`config.mk`:
```
export PLATFORM = sky130hd
export DESIGN_NAME = univ_shift_reg
export DESIGN_NICKNAME = d
export VERILOG_FILES = /design/src/rtl/univ_shift_reg.sv
export SDC_FILE = /design/constraint.sdc
export NUM_CORES = 1
export LEC_CHECK = 0
export CAP_MARGIN = 40
export CORE_AREA = 4 4 41 43
export CTS_CLUSTER_SIZE = 40
export DETAILED_ROUTE_END_ITERATION = 10
export DIE_AREA = 0 0 45 47
export GPL_ROUTABILITY_DRIVEN = 0
export PLACE_DENSITY = 0.73
export SLEW_MARGIN = 10
export SYNTH_ARGS = -nofsm -noshare
export SYNTH_HDL_FRONTEND = slang
export SYNTH_SLANG_ARGS = --single-unit
```
`constraint.sdc`:
```
create_clock -name clk -period 1.2 [get_ports clk]
set_input_delay 0.12 -clock clk [delete_from_list [all_inputs] [get_ports clk]]
set_output_delay 0.12 -clock clk [all_outputs]
set_load 0.05 [all_outputs]
```
`src/rtl/univ_shift_reg.sv`:
```
// Universal shift register: hold, shift right, shift left or parallel load,
// with an optional rotate mode, a registered shifted-out bit and a saturating shift counter.
`timescale 1ns/1ps

module univ_shift_reg #(
  parameter int WIDTH  = 4,
  parameter int ROTATE = 0
) (
  input  logic                       clk,
  input  logic                       rst,
  input  logic                       en,
  input  logic [1:0]                 mode,
  input  logic [WIDTH-1:0]           data_in,
  input  logic                       sin_r,
  input  logic                       sin_l,
  output logic [WIDTH-1:0]           q,
  output logic                       sout,
  output logic [$clog2(WIDTH+1)-1:0] cnt,
  output logic                       drained
);

  localparam int CW = $clog2(WIDTH + 1);
  localparam logic [CW-1:0] CNT_FULL = CW'(WIDTH);

  typedef enum logic [1:0] {
    MODE_HOLD = 2'b00,
    MODE_SHR  = 2'b01,
    MODE_SHL  = 2'b10,
    MODE_LOAD = 2'b11
  } mode_e;

  if (WIDTH < 2 || WIDTH > 32) begin : g_bad_width
    $error("univ_shift_reg: WIDTH must be in 2..32");
  end

  logic [WIDTH-1:0] q_q, q_d;
  logic             sout_q, sout_d;
  logic [CW-1:0]    cnt_q, cnt_d;

  mode_e mode_sel;
  logic  fill_r;
  logic  fill_l;
  logic  cnt_inc;

  assign mode_sel = mode_e'(mode);

  // In rotate mode the outgoing bit re-enters at the opposite end.
  assign fill_r = (ROTATE != 0) ? q_q[0]       : sin_r;
  assign fill_l = (ROTATE != 0) ? q_q[WIDTH-1] : sin_l;

  assign cnt_inc = (cnt_q < CNT_FULL);

  // NOTE: every signal written here gets a default first, so no path through
  // the case can leave a value unassigned and infer a latch.
  always_comb begin
    q_d    = q_q;
    sout_d = sout_q;
    cnt_d  = cnt_q;
    if (en) begin
      case (mode_sel)
        MODE_SHR: begin
          q_d    = {fill_r, q_q[WIDTH-1:1]};
          sout_d = q_q[0];
          cnt_d  = cnt_inc ? cnt_q + CW'(1) : cnt_q;
        end
        MODE_SHL: begin
          q_d    = {q_q[WIDTH-2:0], fill_l};
          sout_d = q_q[WIDTH-1];
          cnt_d  = cnt_inc ? cnt_q + CW'(1) : cnt_q;
        end
        MODE_LOAD: begin
          q_d   = data_in;
          cnt_d = '0;
        end
        default: ;
      endcase
    end
  end

  // NOTE: state uses non-blocking assignments so every flop samples the
  // pre-edge values, independent of statement order.
  always_ff @(posedge clk or negedge rst) begin
    if (!rst) begin
      q_q    <= '0;
      sout_q <= 1'b0;
      cnt_q  <= '0;
    end else begin
      q_q    <= q_d;
      sout_q <= sout_d;
      cnt_q  <= cnt_d;
    end
  end

  assign q       = q_q;
  assign sout    = sout_q;
  assign cnt     = cnt_q;
  assign drained = (cnt_q == CNT_FULL);

endmodule

```
### Yosys cells after proc, flatten, opt, wreduce, memory -nomap -nowiden

Index checks and enable logic that the tools add are counted.

| cells by class | value |
|---|---|
| $add $sub $neg | 1 |
| multipliers | 0 |
| divide/modulo/power cells | 0 |
| order comparisons | 1 |
| eq/ne operators | 5 |
| shift-type cells | 0 |
| mux-type cells | 4 |
| bitwise operators | 0 |
| reduce and logical (&&, ||, !) cells | 7 |

Operators by type and width:

| kind | number |
|---|---|
| $pmux W4 S3 | 1 |
| $pmux W3 S2 | 1 |
| $eq A2 B2 Y1 const B | 2 |
| $reduce_and A2 Y1 | 2 |
| $reduce_bool A2 Y1 | 2 |
| $add A3 B1 Y3 const B | 1 |
| $eq A3 B3 Y1 const B | 1 |
| $lt A3 B3 Y1 const B | 1 |
| $mux W3 | 1 |
| $reduce_and A3 Y1 | 1 |
| $reduce_bool A3 Y1 | 1 |
| $eq A2 B1 Y1 const B | 1 |
| $ne A2 B1 Y1 const B | 1 |
| $pmux W1 S2 | 1 |
| $reduce_or A2 Y1 | 1 |

| word-level totals | value |
|---|---|
| bits in registers | 8 |
| latch bits | 0 |
| bits in writable memories | 0 |
| bits in read-only memories | 0 |
| input port bits | 11 |
| output and inout bits | 9 |
| logic and storage cells | 21 |
| memories kept | 0 |

### Depth between registers and ports, before layout

| logic depth | value |
|---|---|
| word-level depth | 4 |
| depth in mapped cells | 6 |
| mapped depth without buffers | 5 |

### Least setup slack after synthesis

No wires, ideal clock.

| timing | value |
|---|---|
| kind | register to output |
| from | register cnt_q[1], in the netlist cnt[1] |
| to | output drained |
| data arrival time | 1236 ps |
| required time | 1080 ps |
| slack | -156 ps |
| stages on the path, launching flop included | 4 |
| cell sequence | dfrtp_1 > inv_1 > ha_1 > and2_1 |

| between the ends | value |
|---|---|
| longest elaborated chain between the ends | 1 |

Ends and longest elaborated chain:

| element | line | source |
|---|---|---|
| start: declaration | 38 | `logic [CW-1:0] cnt_q, cnt_d;` |
| start signal: assignment | 90 | `cnt_q <= cnt_d;` |
| $eq A3 B3 Y1 | 97 | `assign drained = (cnt_q == CNT_FULL);` |
| end: declaration | 19 | `output logic drained` |

Every way passes these cells.

### Final worst setup path

Ends and elaborated chain as after synthesis.

==> results.sh <==
export IMPL_status="finished with violations"
export IMPL_violations="setup timing"
export IMPL_synthSimpleGateAreaFrac_pct=15.9
export IMPL_synthAdderAreaFrac_pct=14.3
export IMPL_core_um2=1300
export IMPL_wl_mm=1.34
export IMPL_rsz0062_at_grt="true"
export IMPL_initial_core_util_pct=40.5
export IMPL_drive_above_1_share_pct=41.9
export IMPL_slowest_stage="dfrtp_2"
export IMPL_numClockSinks=8
export IMPL_synthMuxAreaShare_pct=6.65
export IMPL_timing_final_crit_period_ps=1230
export IMPL_r2r_slack_ps=110
export IMPL_slew_viol_final=0
export IMPL_clk_latency_ps=260
export IMPL_finalPower_mw=1.81
export IMPL_synth_top_area_cell="dfrtp_1"
export IMPL_pre_cts_ws_ps=-464
export IMPL_synth_compound_area_share_pct=18.1
export IMPL_multi_input_area_um2=344
export IMPL_ios=20
export IMPL_drc=0
export IMPL_drt_iter0_drc=9
export IMPL_stdcell_count=101
export IMPL_arrival_ps=1110
export IMPL_grt_pass1_wl_mm=2.30
export IMPL_startpoint="cnt[1]"
export IMPL_tritoncts="done"
export IMPL_vdd_drop_max_mv=0.881
export IMPL_first_pass_iters=4
export IMPL_avgViaCountPerCell=4.97
export IMPL_floorplan_die_width_um=45
export IMPL_tightest_slew_ps=398
export IMPL_startpoint_type="flip-flop"
export IMPL_whs_ps=144
export IMPL_area_growth_pct=82.4
export IMPL_cp_required_ps=1080
export IMPL_ys_warn_count=0
export IMPL_clk_pin_slew_ps=70
export IMPL_cts_buffer_depth=2
export IMPL_dpl_instance_area_um2=865
export IMPL_synth_cell_types=19
export IMPL_hold_class="in2async"
export IMPL_nFillCells=93
export IMPL_dp_hpwl_mm=1.05
export IMPL_seq_area_frac_synth_pct=38.0
export IMPL_skew_ps=15.0
export IMPL_wl_per_cell_um=13.2
export IMPL_r2r_end="cnt[2]"
export IMPL_crit_cells=4
export IMPL_dieArea_um2=2120
export IMPL_die_h_um=47
export IMPL_hold_violations=0
export IMPL_final_nets=104
export IMPL_slowest_delay_ps=400
export IMPL_synthesis_area_um2=527
export IMPL_syn_nets=73
export IMPL_synth_xor_area_share_pct=0
export IMPL_timing_final_crit_share_pct=103
export IMPL_dp_cells=95
export IMPL_slew_headroom_pct=73.4
export IMPL_postLayoutCoreUtil_pct=73.8
export IMPL_reg2regPathDepth=4
export IMPL_root_buffer="clkbuf_4"
export IMPL_numPortBuffers=19
export IMPL_cap_violations=0
export IMPL_grt_pass1_vias=538
export IMPL_synthCells=56
export IMPL_setup_ws_ps=-34.1
export IMPL_path_class="reg2out"
export IMPL_synth_top_family_by_area="compound AO/OA/AOI/OAI gates"
export IMPL_htreeDepth=1
export IMPL_gr_usage_all_layers_pct=15.4
export IMPL_p_leak_nw=0.421
export IMPL_grt_overflow=0
export IMPL_cts_buffers=3
export IMPL_fmax_mhz=810
export IMPL_setup_violations=1
export IMPL_crit_path_end_kind="output pin"
export IMPL_timing_rr_start="cnt[0]"
export IMPL_ant_nets=0
export IMPL_critPathMaxFanout=2
export IMPL_power_density_nw_per_um2=1880
export IMPL_crit_path_end="drained"
export IMPL_antenna_found_initial=0
export IMPL_cp_cell_sequence="inv_2 -> ha_4 -> and2_4 -> buf_12"
export IMPL_grt_start_max_net_pins=11
export IMPL_rows=13
export IMPL_fin_area_um2=961
export IMPL_yosysTopAreaCellShare_pct=38.0
export IMPL_crit_family="flip-flops"
export IMPL_cp_num_buf_inv=2
export IMPL_synth_area_top_cells="dfrtp_1, ha_1, a31oi_1"
export IMPL_cts_hold_buffers_added=0
export IMPL_syn_area_per_cell_um2=9.41
export IMPL_n_antenna_cell=0
export IMPL_ys_ff_latch=8
export IMPL_seqCellArea_um2=204
export IMPL_setup_tns_ps=-34.1
export IMPL_vias=502
-- registers in the layout (all words and copies together), names as in the netlist --
name / cells
q: 4
cnt: 3
sout: 1
-- cell usage after synthesis --
master    count
a21oi_1       4
a22oi_1       1
a31oi_1       6
and2_1        1
and2b_1       1
buf_4         1
buf_6         1
dfrtp_1       8
ha_1          6
inv_1         5
mux2_4        1
mux2i_1       2
nand2_1       5
nand2b_1      1
nor2_1        6
nor3b_1       3
o211ai_2      1
o21a_1        1
o21ai_0       2
-- what timing repair did --
action | in CTS | in global routing
resized for setup | 16 | 0
pin swaps | 3 | 0
setup buffers | 2 | 0
endpoints found under the setup margin | 9 | 1
-- power by group --
part / switching [mW] / internal, mW
clock network: 0.104 / 0.128
registers: 0.0804 / 0.346
logic: 0.562 / 0.587
-- worst register-to-register path: stages, from the launching register on --
cell and delay [ps]:
dfrtp_2 410, buf_4 160, ha_1 190, a31oi_1 130
o21ai_0 80
-- how the worst min path moves through the flow --
stage	from	slack, ps	cells after the start	to
global placement	rst	430	1	sout
CTS	rst	150	1	q[1]
finish	rst	140	1	q[1]
global route	rst	170	1	q[0]
detailed placement	rst	440	1	q[1]
floorplan	rst	-180	0	cnt[0]
-- logic make-up after synthesis --
group                      count (synthesis)
AOI/OAI and AO/OA                         15
buffers and inverters                      7
muxes                                      3
DFF                                        8
adders and majority gates                  6
and+or+nand+nor                           17
-- routing by layer --
layer / vias up / global-route usage [%] / wire length, µm
met4: 0 / 8.77 / 0
li1: 253 / - / -
met2: 17 / 26.8 / 690
met5: - / 0 / 0
met1: 232 / 17.9 / 555
met3: 0 / 2.30 / 89
-- layout make-up --
class / count / area share (%)
Timing Repair Buffer: 28 / 36.3
Multi-Input combinational cell: 41 / 35.8
Sequential cell: 8 / 21.2
Clock buffer: 4 / 2.73
Inverter: 5 / 1.95
Tap cell: 15 / 1.95
-- cell usage in the layout, fill, tap and decap left out, types with 2 or more instances in the layout --
cell and instances:
a21oi_1 4, a31oi_1 6, buf_12 9, buf_4 8
clkbuf_4 3, clkdlybuf4s50_1 8, dfrtp_1 5, dfrtp_2 3
dlygate4sd2_1 2, ha_4 4, inv_2 4, mux2i_1 2
nand2_1 5, nor2_1 6, nor3b_1 3, o21ai_0 2
(Power assumes the default switching activity.)
